$ cat src/rtl/unidade_controle_pkg.sv
// Shared constants for the unidade_controle sequencer and its ULA.
// Build option: UNIDADE_CONTROLE_MUL_EN enables opcode 1000 (MUL).
package unidade_controle_pkg;

  localparam int LARGURA_PAD  = 16;
  localparam int BITS_REG_PAD = 3;

  localparam int INSTR_W = 16;
  localparam int OP_W    = 4;
  localparam int OP_LSB  = 12;
  localparam int RD_LSB  = 9;
  localparam int RS_LSB  = 6;
  localparam int RT_LSB  = 3;
  localparam int IMM6_W  = 6;
  localparam int IMM9_W  = 9;

  localparam logic [OP_W-1:0] OP_NOP  = 4'h0;
  localparam logic [OP_W-1:0] OP_ADD  = 4'h1;
  localparam logic [OP_W-1:0] OP_SUB  = 4'h2;
  localparam logic [OP_W-1:0] OP_AND  = 4'h3;
  localparam logic [OP_W-1:0] OP_OR   = 4'h4;
  localparam logic [OP_W-1:0] OP_SLT  = 4'h5;
  localparam logic [OP_W-1:0] OP_ADDI = 4'h6;
  localparam logic [OP_W-1:0] OP_MVI  = 4'h7;
  localparam logic [OP_W-1:0] OP_MUL  = 4'h8;

  typedef enum logic [1:0] {
    OCIOSO  = 2'd0,
    LEITURA = 2'd1,
    EXECUTA = 2'd2,
    ESCRITA = 2'd3
  } estado_t;

  function automatic logic op_definida(
    input logic [OP_W-1:0] op
  );
`ifdef UNIDADE_CONTROLE_MUL_EN
    return op <= OP_MUL;
`else
    return op <= OP_MVI;
`endif
  endfunction

  function automatic logic op_escreve(
    input logic [OP_W-1:0] op
  );
    return op_definida(op) && (op != OP_NOP);
  endfunction

endpackage

$ cat src/rtl/unidade_controle_ula.sv
// Combinational ULA for unidade_controle.
// MUL exists only with UNIDADE_CONTROLE_MUL_EN defined.
module ula
  import unidade_controle_pkg::*;
#(
  parameter int LARGURA = LARGURA_PAD
) (
  input  logic [LARGURA-1:0] a,
  input  logic [LARGURA-1:0] b,
  input  logic [IMM9_W-1:0]  imm,
  input  logic [OP_W-1:0]    op,
  output logic [LARGURA-1:0] resultado
);

  logic [LARGURA-1:0] w_imm6_sx;
  logic [LARGURA-1:0] w_imm9_zx;
  logic               w_menor;

  assign w_imm6_sx = {{(LARGURA-IMM6_W){imm[IMM6_W-1]}},
                      imm[IMM6_W-1:0]};
  assign w_imm9_zx = {{(LARGURA-IMM9_W){1'b0}}, imm};
  assign w_menor   = $signed(a) < $signed(b);

  // Opcode select; NOP and undefined codes yield zero.
  always_comb begin
    resultado = '0;
    unique case (1'b1)
      (op == OP_ADD):  resultado = a + b;
      (op == OP_SUB):  resultado = a - b;
      (op == OP_AND):  resultado = a & b;
      (op == OP_OR):   resultado = a | b;
      (op == OP_SLT):  resultado = {{(LARGURA-1){1'b0}}, w_menor};
      (op == OP_ADDI): resultado = a + w_imm6_sx;
      (op == OP_MVI):  resultado = w_imm9_zx;
`ifdef UNIDADE_CONTROLE_MUL_EN
      (op == OP_MUL):  resultado = a * b;
`endif
      default:         resultado = '0;
    endcase
  end

endmodule

$ cat src/rtl/unidade_controle.sv
// Four-cycle instruction sequencer driving banco_registradores.
// Build option: UNIDADE_CONTROLE_MUL_EN adds MUL (opcode 1000).
module unidade_controle
  import unidade_controle_pkg::*;
#(
  parameter int LARGURA  = LARGURA_PAD,
  parameter int BITS_REG = BITS_REG_PAD
) (
  input  logic                clock,
  input  logic                resetn,
  input  logic                instr_valid,
  output logic                instr_ready,
  input  logic [INSTR_W-1:0]  instr,
  output logic [BITS_REG-1:0] Read1,
  output logic [BITS_REG-1:0] Read2,
  input  logic [LARGURA-1:0]  Data1,
  input  logic [LARGURA-1:0]  Data2,
  output logic [BITS_REG-1:0] WriteReg,
  output logic [LARGURA-1:0]  WriteData,
  output logic                RegWrite,
  output logic                concluido,
  output logic                op_invalida
);

  estado_t             r_estado;
  logic [INSTR_W-1:0]  r_instr;
  logic [LARGURA-1:0]  r_dado1;
  logic [LARGURA-1:0]  r_dado2;
  logic [LARGURA-1:0]  r_resultado;
  logic [BITS_REG-1:0] r_read1;
  logic [BITS_REG-1:0] r_read2;
  logic [BITS_REG-1:0] r_write_reg;
  logic                r_ready;
  logic                r_reg_write;
  logic                r_concluido;
  logic                r_op_invalida;

  logic [OP_W-1:0]     w_op;
  logic [LARGURA-1:0]  w_ula;

  assign w_op = r_instr[OP_LSB +: OP_W];

  ula #(
    .LARGURA (LARGURA)
  ) u_ula (
    .a         (r_dado1),
    .b         (r_dado2),
    .imm       (r_instr[IMM9_W-1:0]),
    .op        (w_op),
    .resultado (w_ula)
  );

  // Sequencer: accept, read operands, execute, retire.
  always_ff @(posedge clock or negedge resetn) begin
    if (!resetn) begin
      r_estado      <= OCIOSO;
      r_instr       <= '0;
      r_dado1       <= '0;
      r_dado2       <= '0;
      r_resultado   <= '0;
      r_read1       <= '0;
      r_read2       <= '0;
      r_write_reg   <= '0;
      r_ready       <= 1'b1;
      r_reg_write   <= 1'b0;
      r_concluido   <= 1'b0;
      r_op_invalida <= 1'b0;
    end else begin
      r_reg_write   <= 1'b0;
      r_concluido   <= 1'b0;
      r_op_invalida <= 1'b0;
      case (r_estado)
        OCIOSO: begin
          if (instr_valid) begin
            r_instr  <= instr;
            r_read1  <= instr[RS_LSB +: BITS_REG];
            r_read2  <= instr[RT_LSB +: BITS_REG];
            r_ready  <= 1'b0;
            r_estado <= LEITURA;
          end
        end
        LEITURA: begin
          r_dado1  <= Data1;
          r_dado2  <= Data2;
          r_estado <= EXECUTA;
        end
        EXECUTA: begin
          r_resultado   <= w_ula;
          r_write_reg   <= r_instr[RD_LSB +: BITS_REG];
          r_reg_write   <= op_escreve(w_op);
          r_concluido   <= 1'b1;
          r_op_invalida <= !op_definida(w_op);
          r_estado      <= ESCRITA;
        end
        ESCRITA: begin
          r_ready  <= 1'b1;
          r_estado <= OCIOSO;
        end
        default: begin
          r_ready  <= 1'b1;
          r_estado <= OCIOSO;
        end
      endcase
    end
  end

  assign instr_ready = r_ready;
  assign Read1       = r_read1;
  assign Read2       = r_read2;
  assign WriteReg    = r_write_reg;
  assign WriteData   = r_resultado;
  assign RegWrite    = r_reg_write;
  assign concluido   = r_concluido;
  assign op_invalida = r_op_invalida;

endmodule
$ cat config.mk
export PLATFORM = sky130hd
export DESIGN_NAME = unidade_controle
export DESIGN_NICKNAME = d
export VERILOG_FILES = /design/src/rtl/unidade_controle_pkg.sv /design/src/rtl/unidade_controle_ula.sv /design/src/rtl/unidade_controle.sv
export SDC_FILE = /design/constraint.sdc
export NUM_CORES = 1
export LEC_CHECK = 0
export BUFFER_PORTS_ARGS = -buffer_cell sky130_fd_sc_hd__buf_2
export CAP_MARGIN = 15
export CORE_MARGIN = 5
export CORE_UTILIZATION = 45
export CTS_CLUSTER_SIZE = 20
export DETAILED_ROUTE_END_ITERATION = 8
export MAX_ROUTING_LAYER = met4
export PLACE_DENSITY_LB_ADDON = 0.15
export REMOVE_ABC_BUFFERS = 1
export SLEW_MARGIN = 20
export SYNTH_ARGS = -nofsm -noshare
export SYNTH_HDL_FRONTEND = slang
export SYNTH_SLANG_ARGS = --single-unit
export TNS_END_PERCENT = 1
$ cat constraint.sdc
create_clock -name clock -period 3.6 [get_ports clock]
set_input_delay 0.72 -clock clock [delete_from_list [all_inputs] [get_ports clock]]
set_output_delay 0.72 -clock clock [all_outputs]
set_load 0.005 [all_outputs]
==> results of run 1 <==
[routing by layer]
metal / part of all wire (%) / wire length, um / GRT usage [%] / vias up
met5: 0 / 0 / - / -
met1: 47 / 6720 / 28.2 / 2122
met3: 4.2 / 604 / 4.12 / 15
met4: 1.3 / 184 / 6.01 / 0
met2: 47 / 6720 / 33.8 / 108
li1: - / - / - / 2209
[worst register-to-register path: cells and delay by family, from the launching register on]
family | cells | cell delay (ns)
fa+ha+maj | 1 | 0.44
compound gates | 6 | 1.22
flops | 1 | 0.46
xor+xnor | 1 | 0.11
simple gates | 3 | 0.51
buf+inv | 3 | 0.44
[report_power, final]
group / internal (W) / switching [W]
logic: 0.00177 / 0.00238
clock network: 0.000549 / 0.000390
registers: 0.00120 / 0.000358
[placed cells by master, fill, tap and decap left out, types with 4 or more instances in the layout]
master     Yosys  final
mux2_2        20     20
o21ai_1        5      5
nor3_1        13     13
nor2b_1        5      5
xnor2_1       11     11
clkbuf_16      0      9
o31a_1         4      4
inv_1         53     53
ha_1          71     70
buf_4          6      7
or3_1          6      6
a21o_1         6      6
nor2_1        26     26
mux2i_1        4      4
a221oi_1       7      7
nand2_1       59     59
a22oi_1        6      6
a21oi_1       30     30
o2bb2ai_1      6      6
dfrtp_1       72     72
xor2_1         8      8
nand2b_1      11     11
a31oi_1        5      5
buf_2          6     78
o21ai_0       67     67
[flip-flops by register name, summed over array words and instances, names as in the netlist]
name / count
WriteData: 16
r_dado1: 16
op_invalida: 1
RegWrite: 1
r_dado2: 16
r_estado: 2
WriteReg: 3
concluido: 1
instr_ready: 1
r_instr: 16
[area by class of cell]
class / instances / area, um^2
clock buffers: 9 / 225
fillers: 1105 / 5350
well taps: 143 / 179
repair buffers: 87 / 498
flip-flops and latches: 73 / 1830
clock inverters: 7 / 82.6
multi-input cells: 434 / 3200
inverters: 54 / 203
[through the flow]
stage / hold slack [ns] / std cells
finish: 0.252 / 807
global route: 0.263 / 807
CTS: 0.505 / 805
detailed placement: 0.479 / 789
global placement: 0.482 / 789
floorplan: 0.424 / 561
[how the worst min path moves through the flow]
stage                                          end  slack [ns]
after floorplan                 RegWrite$_DFF_PN0_        0.42
after global placement     r_instr[10]$_DFFE_PN0P_        0.48
after detailed placement  WriteData[3]$_DFFE_PN0P_        0.48
after CTS                 WriteData[3]$_DFFE_PN0P_        0.50
after global routing        r_instr[8]$_DFFE_PN0P_        0.26
final                       r_instr[8]$_DFFE_PN0P_        0.25
[cells by family after synthesis]
family                     share of synthesized area [%]
DFF                                                 34.1
and+or+nand+nor                                     12.5
xor gates and xnor gates                            3.10
muxes                                               4.95
adders and majority gates                           17.3
AOI/OAI and AO/OA                                   21.8
buffers and inverters                               6.16
==> flow_metrics.py, run 1 <==
metrics = {
    "run_status": {
        "outcome": "finished, final reports clean",
    },
    "synth": {
        "synthMostInstantiatedCell": "dfrtp_1",
        "syn_inst": 587,
        "ys_types": 67,
        "avgSynthCellArea_um2": 9.13,
        "syn-cell-area_um2": 5360,
        "async_reset_ff_share_pct": 100,
        "synth.top_cell.area_share_pct": 33.6,
        "synth_edf_count": 0,
        "synth_top_area_cell": "dfrtp_1",
        "yosysWarnings": 0,
        "ys_seq_area_share_pct": 34.1,
        "synth_common_cells": "dfrtp_1 (72), ha_1 (71), o21ai_0 (67), nand2_1 (59), inv_1 (53)",
        "synth.area.top_cells": "dfrtp_1 (34%), ha_1 (17%), o21ai_0 (6.3%)",
        "ys_seq_elements": 73,
        "synth_ff_type": "dfrtp_1",
    },
    "cells_and_area": {
        "syn_to_final_growth_pct": 16.0,
        "stdcell_area_um2": 6220,
        "drive_above_1_share_pct": 20.9,
        "nets": 783,
        "num_antenna_cells": 0,
        "utilization_pct": 53.8,
    },
    "worst_setup_path": {
        "reg2reg_depth": 14,
        "critPathLaunch": "r_instr[15]$_DFFE_PN0P_",
        "crit_end": "WriteData[10]$_DFFE_PN0P_",
        "crit_cells": 14,
        "worst_r2r_startpoint": "r_instr[15]$_DFFE_PN0P_",
        "end_kind": "register",
        "required_ns": 3.82,
        "rrSetupSlack_ns": 0.30,
        "cpPeakStageDelay_ns": 0.46,
        "crit_chain": "nand4bb_1, inv_1, buf_4, nand2_1, o21ai_0, inv_1, fa_1, nor2b_1, o21ai_1, a21boi_1, o31a_1, xor2_1, a221oi_1, o2bb2ai_1",
        "timing.rr.end": "WriteData[10]$_DFFE_PN0P_",
        "path_common_cell": "inv_1",
        "crit_buf_inv": 3,
        "start_kind": "register",
        "cp_top_family": "compound AO/OA/AOI/OAI gates",
        "crit_path_top_delay_cell": "dfrtp_1",
        "critPathArrivalTime_ns": 3.52,
        "worstPathMaxFanout": 11,
        "setup.worst_path.class": "register to register",
    },
    "global_routing": {
        "grt_overflow_total": 0,
        "grt_first_pass_wirelength_um": 23700,
        "grt.total_usage_pct": 21.4,
        "antenna_found_initial": 0,
        "first_global_vias": 4648,
        "grt_max_degree": 74,
    },
    "timing": {
        "maxSlewViolCount": 0,
        "setup_ws_ns": 0.297,
        "rsz0062_at_grt": "no",
        "min_period_ns": 3.30,
        "clock.fmax_ghz": 0.303,
        "hold_violations": 0,
        "tns_ns": 0,
        "slew_headroom_pct": 47.0,
        "setup_viol": 0,
        "worstMarginPinSlew_ns": 0.793,
        "fin_skew_ns": 0.00802,
        "period_share_pct": 91.8,
    },
    "drt": {
        "viasPerCell": 5.52,
        "drtIter0Drc": 239,
        "route.detailed.drc": 0,
        "wl_per_cell_um": 17.6,
        "vias": 4454,
        "first_pass_iters": 5,
        "ant_nets": 0,
        "wirelength_um": 14200,
    },
    "placed_design": {
        "dp_hpwl_um": 10800,
        "gp_congestion": 0.907,
        "placed_area_um2": 5860,
        "io_buffers": 79,
        "preCtsSetupSlack_ns": 0.352,
    },
    "clock_network": {
        "insertion_delay_ns": 0.35,
        "tritoncts": "done",
        "cts_resized": 0,
        "cts_hold_buffers": 0,
        "post_cts_buffers": 0,
        "htree_levels": 3,
        "cts-buffers-inserted": 9,
        "root_buffer": "clkbuf_16",
        "clkTransAtPathRegs_ns": 0.07,
        "cts.sinks": 73,
        "clock_path_buffers": 2,
    },
    "pwr": {
        "powerDensity_nw_per_um2": 1070,
        "p_total_w": 0.00665,
        "p_leak_nw": 2.98,
        "ir_drop_mv": 0.595,
    },
    "floorplanning": {
        "dieArea_um2": 14200,
        "die_width_um": 119,
        "die_h_um": 119,
        "row_count": 39,
        "io_pins": 80,
        "initial_utilization_pct": 46.3,
        "core_um2": 11600,
    },
    "worst_hold_path": {
        "hp-class": "input port to asynchronous set/reset pin",
    },
    "run": {
        "maxCapViolations": 0,
    },
}
No activity file was read; power rests on OpenSTA's default activity.
==> run 2: changes to the inputs <==
--- a/config.mk
+++ b/config.mk
@@ -5,6 +5,7 @@
 export SDC_FILE = /design/constraint.sdc
 export NUM_CORES = 1
 export LEC_CHECK = 0
+export ABC_AREA = 1
 export BUFFER_PORTS_ARGS = -buffer_cell sky130_fd_sc_hd__buf_2
 export CAP_MARGIN = 15
 export CORE_MARGIN = 5
==> flow_metrics.py, run 2 <==
metrics = {
    "worst_setup_path": {
        "rrSetupSlack_ns": 0.69,
        "start_kind": "register",
        "end_kind": "register",
        "timing.rr.end": "WriteData[15]$_DFFE_PN0P_",
        "setup.worst_path.class": "register to register",
        "critPathLaunch": "r_instr[15]$_DFFE_PN0P_",
        "required_ns": 3.84,
        "critPathArrivalTime_ns": 3.15,
        "worst_r2r_startpoint": "r_instr[15]$_DFFE_PN0P_",
        "crit_end": "WriteData[15]$_DFFE_PN0P_",
        "worstPathMaxFanout": 14,
        "reg2reg_depth": 16,
    },
    "clock_network": {
        "tritoncts": "done",
        "cts-buffers-inserted": 9,
        "cts_resized": 0,
        "post_cts_buffers": 0,
        "root_buffer": "clkbuf_16",
        "htree_levels": 3,
        "cts.sinks": 73,
        "clkTransAtPathRegs_ns": 0.06,
        "insertion_delay_ns": 0.35,
        "clock_path_buffers": 2,
        "cts_hold_buffers": 0,
    },
    "cells_and_area": {
        "stdcell_area_um2": 6670,
        "final_common_cell": "nand2_1",
        "num_antenna_cells": 0,
        "syn_to_final_growth_pct": 15.1,
        "nets": 1021,
        "drive_above_1_share_pct": 13.7,
        "final_cell_mix": "nand2_1 (271), inv_1 (129), buf_2 (78), dfrtp_1 (72), o21ai_0 (71)",
    },
    "drt": {
        "ant_nets": 0,
        "drtIter0Drc": 302,
        "first_pass_iters": 6,
        "wirelength_um": 15500,
        "viasPerCell": 5.02,
        "route.detailed.drc": 0,
        "vias": 5393,
        "wl_per_cell_um": 14.4,
    },
    "synth": {
        "synth.top_cell.area_share_pct": 31.1,
        "yosysWarnings": 0,
        "synth.area.top_cells": "dfrtp_1 (31%), nand2_1 (18%), ha_1 (15%)",
        "ys_seq_area_share_pct": 31.6,
        "syn-cell-area_um2": 5790,
        "syn_inst": 828,
        "synth_common_cells": "nand2_1 (271), inv_1 (129), dfrtp_1 (72), ha_1 (71), o21ai_0 (71)",
        "synth_edf_count": 0,
        "synthMostInstantiatedCell": "nand2_1",
        "synth_top_area_cell": "dfrtp_1",
        "async_reset_ff_share_pct": 100,
        "ys_types": 38,
        "avgSynthCellArea_um2": 6.99,
        "ys_seq_elements": 73,
        "synth_ff_type": "dfrtp_1",
    },
    "pwr": {
        "power_frac_seq_pct": 21.6,
        "p_clk_share_pct": 15.1,
        "switchingPower_w": 0.00360,
        "p_comb_share_pct": 63.3,
        "powerDensity_nw_per_um2": 1070,
        "p_sw_share_pct": 50.6,
        "p_int_w": 0.00350,
        "ir_drop_mv": 0.490,
        "p_leak_nw": 3.78,
    },
    "timing": {
        "worstMarginPinSlew_ns": 0.943,
        "min_period_ns": 2.91,
        "maxSlewViolCount": 0,
        "hold_violations": 0,
        "fin_skew_ns": 0.00916,
        "slew_headroom_pct": 37.1,
        "setup_viol": 0,
        "period_share_pct": 80.7,
        "rsz0062_at_grt": "no",
        "tns_ns": 0,
        "clock.fmax_ghz": 0.344,
    },
    "global_routing": {
        "grt_overflow_total": 0,
        "grt.total_usage_pct": 22.1,
        "antenna_found_initial": 0,
        "grt_max_degree": 74,
        "first_global_vias": 5100,
        "grt_first_pass_wirelength_um": 25300,
    },
    "placed_design": {
        "gp_congestion": 0.977,
        "placed_area_um2": 6290,
        "io_buffers": 79,
        "dp_hpwl_um": 11500,
    },
    "floorplanning": {
        "die_width_um": 123,
        "row_count": 41,
        "dieArea_um2": 15200,
        "io_pins": 80,
        "initial_utilization_pct": 45.9,
        "die_h_um": 123,
        "core_um2": 12600,
    },
    "run_status": {
        "outcome": "finished, final reports clean",
    },
    "run": {
        "maxCapViolations": 0,
    },
    "worst_hold_path": {
        "hp-class": "register to register",
    },
}
run 2: final cells by class:
| class | count | area, um^2 |
|---|---|---|
| well taps | 172 | 215 |
| clock buffers | 12 | 256 |
| fillers | 1298 | 5950 |
| multi-input cells | 596 | 3320 |
| clock inverters | 4 | 98.8 |
| flip-flops and latches | 73 | 1830 |
| repair buffers | 83 | 440 |
| inverters | 134 | 503 |
run 2: cell families after synthesis:
| logic type | share of synthesized area (%) |
|---|---|
| fa+ha+maj | 16.0 |
| xor+xnor | 0.151 |
| flops | 31.6 |
| simple gates | 28.9 |
| buf+inv | 11.1 |
| compound gates | 12.3 |
run 2: how the worst min path moves through the flow:
stage	from	end	slack (ns)	cells past startpoint
after CTS	instr_ready$_DFFE_PN1P_	instr_ready$_DFFE_PN1P_	0.47	2
final	instr_ready$_DFFE_PN1P_	instr_ready$_DFFE_PN1P_	0.46	2
after floorplan	resetn	RegWrite$_DFF_PN0_	0.42	0
after global placement	WriteReg[0]$_DFFE_PN0P_	WriteReg[0]$_DFFE_PN0P_	0.45	2
after global routing	WriteData[10]$_DFFE_PN0P_	WriteData[10]$_DFFE_PN0P_	0.49	2
after detailed placement	instr_ready$_DFFE_PN1P_	instr_ready$_DFFE_PN1P_	0.46	2
run 2: worst max-delay path, stage by stage (launching register included):
cell and delay (ns):
dfrtp_1 0.49, nor2_4 0.24, nand2_4 0.13, inv_1 0.39
o21ai_0 0.14, inv_1 0.11, ha_1 0.26, nand2_1 0.11
inv_1 0.07, a21oi_1 0.23, nor2_1 0.08, nor2_1 0.14
nand3_1 0.09, nand3_1 0.09, nand3_1 0.10, nand2_1 0.07
nand2_1 0.05
run 2: through the flow:
step	util (%)	worst slack [ns]	std cells	hold slack, ns	total power [W]
2_1_floorplan	-	1.21	803	0.424	0.00473
4_1_cts	52.7	0.680	1073	0.468	0.00710
6_report	52.8	0.694	1074	0.464	0.00710
3_5_place_dp	49.9	0.696	1057	0.457	0.00599
3_3_place_gp	49.9	0.781	1057	0.453	0.00597
5_1_grt	52.8	0.281	1074	0.491	0.00790
run 2: metal layers:
metal	vias to the layer above	GRT usage, %	share of wire [%]
met5	-	-	0
met4	0	6.85	1.9
met3	28	4.62	5.0
met2	135	35.5	47
met1	2478	28.1	46
li1	2752	-	-
run 2: power by group through the flow:
stage	sequential, W	combinational, W	clock [W]
2_1_floorplan	0.00147	0.00326	0
3_3_place_gp	0.00154	0.00443	0
3_5_place_dp	0.00155	0.00444	0
4_1_cts	0.00154	0.00446	0.00110
5_1_grt	0.00159	0.00518	0.00113
6_report	0.00154	0.00449	0.00107
==> run 3: changes to the inputs <==
==> constraint.sdc (replaced) <==
create_clock -name clock -period 2.9 [get_ports clock]
set_input_delay 0.58 -clock clock [delete_from_list [all_inputs] [get_ports clock]]
set_output_delay 0.58 -clock clock [all_outputs]
set_load 0.005 [all_outputs]
==> flow_metrics.py, run 3 (synthesis gave the netlist of run 2 again) <==
metrics = {
    "run_status": {
        "outcome": "finished, final reports clean",
    },
    "placed_design": {
        "io_buffers": 79,
        "gp_congestion": 0.932,
        "dp_cells": 1070,
        "dp_hpwl_um": 11800,
    },
    "worst_setup_path": {
        "cpPeakStageDelay_ns": 0.39,
        "setup.worst_path.class": "register to register",
        "path_common_cell": "nand3_1",
        "start_kind": "register",
        "worstPathMaxFanout": 9,
        "crit_path_top_delay_cell": "dfrtp_1",
        "rrSetupSlack_ns": 0.22,
        "reg2reg_depth": 17,
        "timing.rr.end": "WriteData[15]$_DFFE_PN0P_",
        "end_kind": "register",
        "critPathArrivalTime_ns": 2.92,
        "worst_r2r_startpoint": "r_instr[14]$_DFFE_PN0P_",
        "required_ns": 3.13,
        "crit_chain": "inv_2, nor2_4, nand2_4, clkinvlp_4, buf_4, o21ai_0, inv_1, ha_1, buf_4, a21oi_1, o21ai_0, nor2_1, nand3_1, nand3_1, nand3_1, nand2_1, nand2_1",
    },
    "floorplanning": {
        "initial_utilization_pct": 45.9,
        "die_h_um": 123,
        "die_width_um": 123,
        "io_pins": 80,
        "dieArea_um2": 15200,
        "core_um2": 12600,
        "row_count": 41,
    },
    "clock_network": {
        "clkTransAtPathRegs_ns": 0.06,
        "cts.sinks": 73,
        "tritoncts": "done",
        "root_buffer": "clkbuf_16",
        "cts-buffers-inserted": 9,
        "clock_path_buffers": 2,
        "insertion_delay_ns": 0.35,
        "htree_levels": 3,
    },
    "cells_and_area": {
        "drive_above_1_share_pct": 15.4,
        "nets": 1034,
        "num_antenna_cells": 0,
        "stdcell_count": 1087,
        "final_common_cell": "nand2_1",
        "syn_to_final_growth_pct": 15.9,
        "final_cell_mix": "nand2_1 (270), inv_1 (127), buf_2 (78), dfrtp_1 (72), o21ai_0 (71)",
    },
    "timing": {
        "clock.fmax_ghz": 0.373,
        "period_share_pct": 92.5,
        "hold_violations": 0,
        "fin_skew_ns": 0.00952,
        "setup_viol": 0,
        "min_period_ns": 2.68,
        "slew_headroom_pct": 36.8,
        "worstMarginPinSlew_ns": 0.948,
        "maxSlewViolCount": 0,
    },
    "drt": {
        "wirelength_um": 15600,
        "vias": 5351,
        "wl_per_cell_um": 14.3,
        "first_pass_iters": 5,
        "drtIter0Drc": 283,
        "ant_nets": 0,
        "route.detailed.drc": 0,
        "viasPerCell": 4.92,
    },
    "global_routing": {
        "grt_overflow_total": 0,
        "grt_max_degree": 74,
        "first_global_vias": 5250,
        "grt_first_pass_wirelength_um": 25800,
        "grt.total_usage_pct": 22.5,
        "antenna_found_initial": 0,
    },
    "worst_hold_path": {
        "hp-class": "input port to asynchronous set/reset pin",
    },
    "pwr": {
        "p_total_w": 0.00883,
        "powerDensity_nw_per_um2": 1320,
        "ir_drop_mv": 0.504,
        "p_leak_nw": 3.79,
    },
    "run": {
        "maxCapViolations": 0,
    },
}
run 3: layer usage:
metal	vias to the layer above	part of all wire (%)	GRT usage [%]
met3	18	4.1	4.35
met4	0	1.6	5.54
li1	2770	-	-
met5	-	0	-
met1	2458	47	28.9
met2	105	47	36.7
run 3: area by class of cell:
class,instances,area (um^2)
fillers,1305,5910
multi-input cells,596,3340
flip-flops and latches,73,1830
repair buffers,96,526
inverters,134,507
clock buffers,12,236
well taps,172,215
clock inverters,4,55.1
run 3: stage by stage:
step / cell area (um^2) / worst slack, ns / util, % / hold WS [ns] / TNS (ns)
after global routing: 6710 / -0.0100 / 53.2 / 0.416 / -0.0116
after floorplan: 5650 / 0.507 / - / 0.284 / 0
after global placement: 6390 / 0.184 / 50.6 / 0.453 / 0
final: 6710 / 0.219 / 53.2 / 0.342 / 0
after detailed placement: 6390 / 0.135 / 50.6 / 0.459 / 0
after CTS: 6680 / 0.119 / 52.9 / 0.410 / 0
run 3: repair_timing:
action	CTS	global route
hold buffers	0	0
buffers inserted	0	1
endpoints found under the setup margin	0	10
resized for setup	0	7
run 3: how the worst max path moves through the flow:
stage	startpoint	slack, ns	cells past startpoint	endpoint
after floorplan	r_instr[15]$_DFFE_PN0P_	0.51	15	WriteData[6]$_DFFE_PN0P_
after global placement	r_instr[12]$_DFFE_PN0P_	0.18	16	WriteData[6]$_DFFE_PN0P_
after detailed placement	r_instr[12]$_DFFE_PN0P_	0.13	16	WriteData[6]$_DFFE_PN0P_
after CTS	r_instr[12]$_DFFE_PN0P_	0.12	16	WriteData[7]$_DFFE_PN0P_
after global routing	r_instr[13]$_DFFE_PN0P_	-0.01	18	WriteData[14]$_DFFE_PN0P_
final	r_instr[14]$_DFFE_PN0P_	0.22	17	WriteData[15]$_DFFE_PN0P_
run 3: critical path: cells and delay by family, from the launching register on:
family          cells  cell delay (ns)
compound gates      3             0.52
fa+ha+maj           1             0.30
buf+inv             5             0.60
flops               1             0.39
simple gates        8             0.76
run 3: where the power goes:
part / switching (W) / internal, W
combinational: 0.00370 / 0.00214
clock: 0.000440 / 0.000671
sequential: 0.000403 / 0.00149
total: 0.00454 / 0.00429
